==> config.mk <==
export PLATFORM = sky130hd
export DESIGN_NAME = mem_arbiter_flat
export DESIGN_NICKNAME = d
export VERILOG_FILES = /design/src/rtl/mem_arbiter_pkg.sv /design/src/rtl/mem_arbiter_if.sv /design/src/rtl/mem_arb_select.sv /design/src/rtl/mem_arbiter.sv /design/src/flat_wrapper.sv
export SDC_FILE = /design/constraint.sdc
export NUM_CORES = 1
export LEC_CHECK = 0
export CAP_MARGIN = 10
export CORE_AREA = 5 5 543 545
export DETAILED_ROUTE_END_ITERATION = 12
export DIE_AREA = 0 0 548 550
export GPL_TIMING_DRIVEN = 0
export SETUP_SLACK_MARGIN = 0.4
export SLEW_MARGIN = 10
export SYNTH_ARGS = -nofsm -noshare
export SYNTH_HDL_FRONTEND = slang
export SYNTH_SLANG_ARGS = --single-unit
==> constraint.sdc <==
create_clock -name clk -period 2.6 [get_ports clk]
set_clock_uncertainty 0.15 [all_clocks]
set_input_delay 0.52 -clock clk [delete_from_list [all_inputs] [get_ports clk]]
set_output_delay 0.52 -clock clk [all_outputs]
set_load 0.01 [all_outputs]
==> src/rtl/mem_arbiter_pkg.sv <==
// Shared types and width defaults for the memory-port arbiter.
// Latency: n/a (types only). Backpressure: n/a.
package mem_arb_types;

  localparam int ADDR_W_DEF = 32;
  localparam int LINE_W_DEF = 256;

  typedef enum logic [1:0] {IDLE, SERVE_I, SERVE_D} arb_state_t;
  typedef enum logic {CLIENT_I, CLIENT_D} arb_client_t;
  typedef enum logic {OP_READ, OP_WRITE} arb_op_t;

  function automatic arb_state_t serve_state(arb_client_t c);
    return (c == CLIENT_D) ? SERVE_D : SERVE_I;
  endfunction

endpackage

==> src/rtl/mem_arbiter_if.sv <==
// Client and physical-memory signals for the arbiter; slave = arbiter side.
// Latency: n/a (wiring). Backpressure: requests are held until the matching resp pulse.
interface mem_arbiter_if #(
  parameter int ADDR_W = 32,
  parameter int LINE_W = 256
);
  logic              i_read;
  logic [ADDR_W-1:0] i_address;
  logic [LINE_W-1:0] i_rdata;
  logic              i_resp;
  logic              d_read;
  logic              d_write;
  logic [ADDR_W-1:0] d_address;
  logic [LINE_W-1:0] d_wdata;
  logic [LINE_W-1:0] d_rdata;
  logic              d_resp;
  logic              pmem_read;
  logic              pmem_write;
  logic [ADDR_W-1:0] pmem_address;
  logic [LINE_W-1:0] pmem_wdata;
  logic [LINE_W-1:0] pmem_rdata;
  logic              pmem_resp;

  modport master (
    output i_read, i_address, d_read, d_write, d_address, d_wdata, pmem_rdata, pmem_resp,
    input  i_rdata, i_resp, d_rdata, d_resp, pmem_read, pmem_write, pmem_address, pmem_wdata
  );

  modport slave (
    input  i_read, i_address, d_read, d_write, d_address, d_wdata, pmem_rdata, pmem_resp,
    output i_rdata, i_resp, d_rdata, d_resp, pmem_read, pmem_write, pmem_address, pmem_wdata
  );
endinterface

==> src/rtl/mem_arb_select.sv <==
// Combinational grant picker: fixed D priority, or alternate on contention with MEM_ARB_RR_EN.
// Latency: 0 cycles. Backpressure: none; the FSM only samples the grant in IDLE.
module mem_arb_select
  import mem_arb_types::*;
(
  input  logic        i_req,
  input  logic        d_req,
  input  arb_client_t last_grant,
  output logic        grant_valid,
  output arb_client_t grant_client
);

  always_comb begin
    grant_valid  = i_req | d_req;
    grant_client = CLIENT_I;
    if (d_req && !i_req) begin
      grant_client = CLIENT_D;
    end else if (d_req && i_req) begin
`ifdef MEM_ARB_RR_EN
      grant_client = (last_grant == CLIENT_D) ? CLIENT_I : CLIENT_D;
`else
      grant_client = CLIENT_D;
`endif
    end
  end

`ifndef MEM_ARB_RR_EN
  logic unused_last_grant;
  assign unused_last_grant = last_grant;
`endif

endmodule

==> src/rtl/mem_arbiter.sv <==
// One-at-a-time line arbiter (I-cache reads vs ewb reads/write-backs); MEM_ARB_RR_EN selects round-robin.
// Latency: strobe 1 cycle after request, resp same cycle as pmem_resp, one dead cycle between transactions.
// Backpressure: clients hold requests until resp; the loser waits in place while the memory is busy.
module mem_arbiter
  import mem_arb_types::*;
#(
  parameter int ADDR_W = ADDR_W_DEF,
  parameter int LINE_W = LINE_W_DEF
) (
  input logic          clk,
  input logic          rst,
  mem_arbiter_if.slave bus
);

  arb_state_t        state_q, state_d;
  arb_op_t           op_q;
  logic [ADDR_W-1:0] addr_q;
  logic [LINE_W-1:0] wdata_q;
  logic              load;
  logic              grant_valid;
  arb_client_t       grant_client;
  arb_client_t       last_grant;

`ifdef MEM_ARB_RR_EN
  arb_client_t last_grant_q;

  always_ff @(posedge clk or negedge rst) begin
    if (!rst) begin
      last_grant_q <= CLIENT_I;
    end else if (load) begin
      last_grant_q <= grant_client;
    end
  end

  assign last_grant = last_grant_q;
`else
  assign last_grant = CLIENT_D;
`endif

  mem_arb_select u_select (
    .i_req        (bus.i_read),
    .d_req        (bus.d_read | bus.d_write),
    .last_grant   (last_grant),
    .grant_valid  (grant_valid),
    .grant_client (grant_client)
  );

  always_ff @(posedge clk or negedge rst) begin
    if (!rst) begin
      state_q <= IDLE;
      op_q    <= OP_READ;
      addr_q  <= '0;
      wdata_q <= '0;
    end else begin
      state_q <= state_d;
      if (load) begin
        // A simultaneous read+write from the ewb is treated as a write-back.
        if (grant_client == CLIENT_D) begin
          addr_q  <= bus.d_address;
          wdata_q <= bus.d_wdata;
          op_q    <= bus.d_write ? OP_WRITE : OP_READ;
        end else begin
          addr_q  <= bus.i_address;
          wdata_q <= '0;
          op_q    <= OP_READ;
        end
      end
    end
  end

  always_comb begin
    state_d = state_q;
    load    = 1'b0;
    case (state_q)
      IDLE: begin
        if (grant_valid) begin
          state_d = serve_state(grant_client);
          load    = 1'b1;
        end
      end
      SERVE_I, SERVE_D: begin
        if (bus.pmem_resp) begin
          state_d = IDLE;
        end
      end
      default: state_d = IDLE;
    endcase
  end

  // Outputs decode from state so an async reset drops strobes immediately.
  always_comb begin
    bus.pmem_read    = 1'b0;
    bus.pmem_write   = 1'b0;
    bus.pmem_address = '0;
    bus.pmem_wdata   = '0;
    bus.i_resp       = 1'b0;
    bus.i_rdata      = '0;
    bus.d_resp       = 1'b0;
    bus.d_rdata      = '0;
    if (state_q != IDLE) begin
      bus.pmem_read    = (op_q == OP_READ);
      bus.pmem_write   = (op_q == OP_WRITE);
      bus.pmem_address = addr_q;
      if (op_q == OP_WRITE) begin
        bus.pmem_wdata = wdata_q;
      end
    end
    if (state_q == SERVE_I && bus.pmem_resp) begin
      bus.i_resp  = 1'b1;
      bus.i_rdata = bus.pmem_rdata;
    end
    if (state_q == SERVE_D && bus.pmem_resp) begin
      bus.d_resp = 1'b1;
      if (op_q == OP_READ) begin
        bus.d_rdata = bus.pmem_rdata;
      end
    end
  end

endmodule

==> src/flat_wrapper.sv <==
// flat-port wrapper written by rule: the top's interface ports become plain ports
module mem_arbiter_flat import mem_arb_types::*;
#(
  parameter int ADDR_W = ADDR_W_DEF,
  parameter int LINE_W = LINE_W_DEF
)
  (clk, rst, bus_i_read, bus_i_address, bus_d_read, bus_d_write, bus_d_address, bus_d_wdata, bus_pmem_rdata, bus_pmem_resp, bus_i_rdata, bus_i_resp, bus_d_rdata, bus_d_resp, bus_pmem_read, bus_pmem_write, bus_pmem_address, bus_pmem_wdata);
  mem_arbiter_if #(.ADDR_W(ADDR_W), .LINE_W(LINE_W)) bus_i ();
  input logic clk;
  input logic rst;
  input wire logic [$bits(bus_i.i_read)-1:0] bus_i_read;
  input wire logic [$bits(bus_i.i_address)-1:0] bus_i_address;
  input wire logic [$bits(bus_i.d_read)-1:0] bus_d_read;
  input wire logic [$bits(bus_i.d_write)-1:0] bus_d_write;
  input wire logic [$bits(bus_i.d_address)-1:0] bus_d_address;
  input wire logic [$bits(bus_i.d_wdata)-1:0] bus_d_wdata;
  input wire logic [$bits(bus_i.pmem_rdata)-1:0] bus_pmem_rdata;
  input wire logic [$bits(bus_i.pmem_resp)-1:0] bus_pmem_resp;
  output wire logic [$bits(bus_i.i_rdata)-1:0] bus_i_rdata;
  output wire logic [$bits(bus_i.i_resp)-1:0] bus_i_resp;
  output wire logic [$bits(bus_i.d_rdata)-1:0] bus_d_rdata;
  output wire logic [$bits(bus_i.d_resp)-1:0] bus_d_resp;
  output wire logic [$bits(bus_i.pmem_read)-1:0] bus_pmem_read;
  output wire logic [$bits(bus_i.pmem_write)-1:0] bus_pmem_write;
  output wire logic [$bits(bus_i.pmem_address)-1:0] bus_pmem_address;
  output wire logic [$bits(bus_i.pmem_wdata)-1:0] bus_pmem_wdata;
  assign bus_i.i_read = bus_i_read;
  assign bus_i.i_address = bus_i_address;
  assign bus_i.d_read = bus_d_read;
  assign bus_i.d_write = bus_d_write;
  assign bus_i.d_address = bus_d_address;
  assign bus_i.d_wdata = bus_d_wdata;
  assign bus_i.pmem_rdata = bus_pmem_rdata;
  assign bus_i.pmem_resp = bus_pmem_resp;
  assign bus_i_rdata = bus_i.i_rdata;
  assign bus_i_resp = bus_i.i_resp;
  assign bus_d_rdata = bus_i.d_rdata;
  assign bus_d_resp = bus_i.d_resp;
  assign bus_pmem_read = bus_i.pmem_read;
  assign bus_pmem_write = bus_i.pmem_write;
  assign bus_pmem_address = bus_i.pmem_address;
  assign bus_pmem_wdata = bus_i.pmem_wdata;
  mem_arbiter #(.ADDR_W(ADDR_W), .LINE_W(LINE_W)) u_core (.clk(clk), .rst(rst), .bus(bus_i));
endmodule
Yosys cells after proc, flatten, opt, wreduce, memory -nomap -nowiden
Cells that the tools add are included.
{"block": "classes", "eq_ne": 4, "muxes": 22, "bitwise": 3, "n_reduce_logical": 9}
{"operator": "256-bit two-way mux", "n": 6}
{"operator": "32-bit two-way mux", "n": 2}
{"operator": "1-bit two-way mux", "n": 10}
{"operator": "2-bit two-way mux", "n": 3}
{"operator": "1-bit logical AND", "n": 4}
{"operator": "2-bit one-hot mux with 2 select lines", "n": 1}
{"operator": "2-bit by 1-bit equality test with 1-bit output, second input constant", "n": 1}
{"operator": "2-bit equality test, second input constant", "n": 1}
{"operator": "2-bit logical NOT", "n": 1}
{"operator": "2-bit by 1-bit inequality test with 1-bit output, second input constant", "n": 1}
{"operator": "2-bit inequality test, second input constant", "n": 1}
{"operator": "1-bit bitwise OR", "n": 2}
{"operator": "2-bit AND reduction", "n": 1}
{"operator": "2-bit nonzero test", "n": 1}
{"operator": "2-bit OR reduction", "n": 1}
{"operator": "1-bit logical NOT", "n": 1}
{"operator": "1-bit inverter", "n": 1}
{"block": "word_totals", "regBits": 291, "input_bits": 582, "out_inout_bits": 804, "wordCells": 42}

Logic depth before layout (Yosys ltp)
{"block": "depth", "ltp_word": 7, "depth_mapped": 7, "depth_no_buf": 5}

Hierarchy
A second synthesis with hierarchy kept.
{"block": "unflattened", "hier_cells": 2195, "hier_area_um2": 17185.2}
{"mod": "mem_arbiter", "n_inst": 1, "cells_each": 2193, "area_each_um2": 17175.2, "seq_area_each_um2": 7282.0}
{"mod": "mem_arb_select", "n_inst": 1, "cells_each": 2, "area_each_um2": 10.0, "seq_area_each_um2": 0.0}

Worst setup path after synthesis
OpenSTA, ideal clock, no wires.
{"block": "synth_path", "path_kind": "register to output", "from": "register u_core.state_q[0]", "to": "output port bus_pmem_wdata[100]", "arrival_ns": 1.551, "t_required_ns": 1.930, "setup_slack_ns": 0.379, "stages_incl_launch_ff": 8, "path_buffers": 3, "path_cell_list": "dfrtp_1 -> inv_1 -> ha_1 -> buf_2 -> nor2b_2 -> buf_2 -> clkbuf_1 -> and2_1"}
{"block": "synth_between", "elab_chain_cells": 2}
{"element": "start: declaration", "line_no": "mem_arbiter.sv:15", "rtl": "arb_state_t state_q, state_d;"}
{"element": "start signal: assignment", "line_no": "mem_arbiter.sv:55", "rtl": "state_q <= state_d;"}
{"element": "2-bit nonzero test", "line_no": "mem_arbiter.sv:100", "rtl": "if (state_q != IDLE) begin"}
{"element": "256-bit two-way mux", "line_no": "mem_arbiter.sv:100"}
{"element": "end: declaration", "line_no": "flat_wrapper.sv:26", "rtl": "output wire logic [$bits(bus_i.pmem_wdata)-1:0] bus_pmem_wdata;"}
Every way passes these cells.

Final worst setup path
{"block": "layout_path", "from": "register u_core.state_q[0]", "to": "output port bus_d_rdata[233]"}
{"block": "layout_between", "elab_chain_cells": 3}
{"element": "2-bit equality test", "line_no": "mem_arbiter.sv:112", "rtl": "if (state_q == SERVE_D && bus.pmem_resp) begin"}
{"element": "1-bit logical AND", "line_no": "mem_arbiter.sv:112"}
{"element": "256-bit two-way mux", "line_no": "mem_arbiter.sv:112"}
{"element": "end: declaration", "line_no": "flat_wrapper.sv:21", "rtl": "output wire logic [$bits(bus_i.d_rdata)-1:0] bus_d_rdata;"}
Every way passes these cells.

==> impl_metrics.env <==
export IMPL_drt_iter0_markers=1453
export IMPL_fin_crit_sh_pct=129.2
export IMPL_fillerInstances=32910
export IMPL_reg2reg_depth=8
export IMPL_cts_sinks=291
export IMPL_vias_per_cell=2.987
export IMPL_status="complete, but fails checks"
export IMPL_holdWs_ns=-0.2046
export IMPL_cts_root_buf="clkbuf_16"
export IMPL_area_delta_synth_final_pct=139.3
export IMPL_yosys_cell_types_count=23
export IMPL_crit_path_end_kind="primary output"
export IMPL_syn_inst=1649
export IMPL_clk_insertion_delay_late_ns=0.58
export IMPL_detail_route_wl_per_cell_um=34.80
export IMPL_avgSynthCellArea_um2=9.783
export IMPL_yosysSeqAreaShare_pct=45.14
export IMPL_rrSetupSlack_ns=-0.09
export IMPL_worstPathArrival_ns=2.69
export IMPL_coreArea_mm2=0.2896
export IMPL_leakagePower_nw=19.39
export IMPL_timing_fmax_ghz=0.2976
export IMPL_first_global_vias=21710
export IMPL_final_nets=3752
export IMPL_p_per_area_mw_per_mm2=956.9
export IMPL_place_congestion=1.023
export IMPL_crit_fanout=10
export IMPL_hold_viol_final=81
export IMPL_grt_max_degree=109
export IMPL_synth_area_mm2=0.01613
export IMPL_totalWireLength_mm=245.2
export IMPL_cts_buffers=35
export IMPL_violations="negative hold slack, negative setup slack"
export IMPL_dpl_hpwl_mm=220.5
export IMPL_synth_seq_cells=291
export IMPL_tightest_slew_ns=0.7808
export IMPL_port_buffers=1385
export IMPL_r2r_end="u_core.wdata_q[176]"
export IMPL_drc=0
export IMPL_cts_max_path_buffers=3
export IMPL_slew_headroom_pct=48.15
export IMPL_die_h_um=550
export IMPL_min_path_type="in -> async"
export IMPL_rows=198
export IMPL_slew_violations=0
export IMPL_yosysWarningCount=0
export IMPL_io_pins=1386
export IMPL_syn_nets=2234
export IMPL_chipWidth_um=548
export IMPL_clk_pin_slew_ns=0.06
export IMPL_cp_required_ns=1.93
export IMPL_synth_edf_count=0
export IMPL_ant_nets=0
export IMPL_drv_cap=0
export IMPL_peakVddDrop_mv=0.5503
export IMPL_antenna_found_initial=174
export IMPL_grt_usage_pct=15.37
export IMPL_critPathKind="reg -> out"
export IMPL_drive_gt1_share_pct=25.55
export IMPL_start_util_pct=5.570
export IMPL_final_util_pct=13.33
export IMPL_async_flop_share_pct=100.0
export IMPL_gr_total_overflow=0
export IMPL_drt_first_pass_iters=5
export IMPL_setup_viol=934
export IMPL_rsz0062_at_grt="yes"
export IMPL_vias=21050
export IMPL_htreeDepth=2
export IMPL_cts_tree="built"
export IMPL_grt_pass1_wl_mm=290.5
export IMPL_crit_path_start_kind="flip-flop"
export IMPL_synth_main_ff_cell="dfrtp_1"
export IMPL_dieArea_mm2=0.3014
export IMPL_fin_ws_ns=-0.7599
export IMPL_timing_rr_start="u_core.state_q[1]"
export IMPL_period_needed_ns=3.360
export IMPL_finalPower_w=0.03693
-- layout by cell type (no fill, tap or decap), types with 49 or more instances in the layout --
cell / synthesis / routed
dfrtp_1: 291 / 291
buf_2: 56 / 103
a22o_1: 256 / 256
and3_1: 256 / 241
buf_4: 13 / 100
dlygate4sd2_1: 0 / 88
buf_6: 0 / 170
dlymetal6s2s_1: 0 / 163
clkbuf_2: 24 / 66
and2_4: 0 / 156
clkbuf_16: 0 / 49
diode_2: 0 / 56
clkdlybuf4s50_1: 0 / 820
and2_1: 514 / 345
-- how the worst max path moves through the flow --
| stage | start | end | slack, ns | cells after the start |
|---|---|---|---|---|
| final | u_core.state_q[0] | bus_d_rdata[233] | -0.76 | 9 |
| after detailed placement | bus_pmem_resp | bus_d_rdata[202] | -2.15 | 7 |
| after floorplan | u_core.state_q[0] | bus_pmem_wdata[100] | 0.38 | 7 |
| after CTS | u_core.state_q[0] | bus_d_rdata[249] | -0.99 | 8 |
| after global routing | u_core.state_q[0] | bus_pmem_wdata[101] | -0.86 | 13 |
| after global placement | rst | u_core.wdata_q[150] | -12.02 | 1 |
-- per-layer routing --
metal  wire length [um]  GRT usage (%)  share of wire, %
met5                344              0              0.14
met3              29620          7.696                12
met2             119200          27.18                49
met1              84840          15.80                35
met4              11140          4.965               4.5
-- cells by family (layout without fill, tap and decap cells) --
logic type,count (synthesis),after routing,share of synthesized area (%)
AOI/OAI and AO/OA,293,293,15.16
and+or+nand+nor,845,845,32.25
muxes,32,32,1.986
DFF,291,291,45.14
buffers and inverters,185,1726,5.228
other,0,56,0
adders and majority gates,3,3,0.2327
-- synth_stat cells, types with 2 or more instances --
cell	count	area [um2]
dfrtp_1	291	7282
ha_1	3	37.54
and3_1	256	1602
mux2i_1	32	320.3
clkbuf_1	90	337.8
a22o_1	256	2242
inv_1	2	7.510
o21ai_1	4	20.02
nand2b_1	2	12.51
nand2_1	36	135.1
nor2b_1	33	206.5
buf_4	13	97.59
a21oi_1	3	15.01
clkbuf_2	24	120.1
and2_1	514	3216
o21ai_0	28	140.1
buf_2	56	280.3
-- critical path, stage by stage, from the launching register on --
cell and delay [ns]:
dfrtp_1 0.40, inv_2 0.10, ha_2 0.17, and2_4 0.14, and2b_4 0.16, buf_12 0.15
buf_12 0.14, clkbuf_2 0.17, and2_1 0.32, buf_2 0.33
-- what timing repair did --
item	4_1_cts	5_1_grt
cloned	11	5
endpoints found under the setup margin	1094	1094
resized for setup	1292	966
pin swaps	24	2
endpoints found under the hold margin	81	81
setup buffers	48	30
-- state kept, by name, summed over array words and instances (netlist names) --
| signal | count |
|---|---|
| u_core.wdata_q | 256 |
| u_core.addr_q | 32 |
| u_core.state_q | 2 |
| u_core.op_q | 1 |
-- stage by stage --
stage	hold slack, ns	std cells	area (um2)	worst slack, ns	TNS (ns)
after global placement	0.3172	6834	34750	-12.02	-4938.80
after floorplan	0.07441	1649	16140	0.3786	0
after global routing	-0.2003	7006	38500	-0.8563	-565.58
after CTS	-0.2377	6955	37500	-0.9869	-670.01
after detailed placement	0.3133	6836	34820	-2.152	-1365.63
final	-0.2046	7046	38600	-0.7599	-424.35
-- report_power, final --
group	internal, W	total (W)	switching, W	leakage (nW)
Combinational	0.0107	0.0228	0.0121	15.2
Sequential	0.00671	0.00861	0.00189	3.61
Clock	0.00320	0.00549	0.00229	0.608
Total	0.0207	0.0369	0.0163	19.4
-- layout make-up --
| type | count | area [um2] | area share (%) |
|---|---|---|---|
| multi-input cells | 1173 | 8529 | 22.10 |
| plain buffers | 183 | 1680 | 4.354 |
| repair buffers | 1481 | 14970 | 38.78 |
| clock inverters | 15 | 251.5 | 0.6516 |
| clock buffers | 45 | 983.4 | 2.548 |
| well taps | 3800 | 4755 | 12.32 |
| diodes | 56 | 140.1 | 0.3631 |
| flip-flops and latches | 291 | 7282 | 18.87 |
| inverters | 2 | 7.507 | 0.01945 |
No activity file was read; power rests on OpenSTA's default activity.
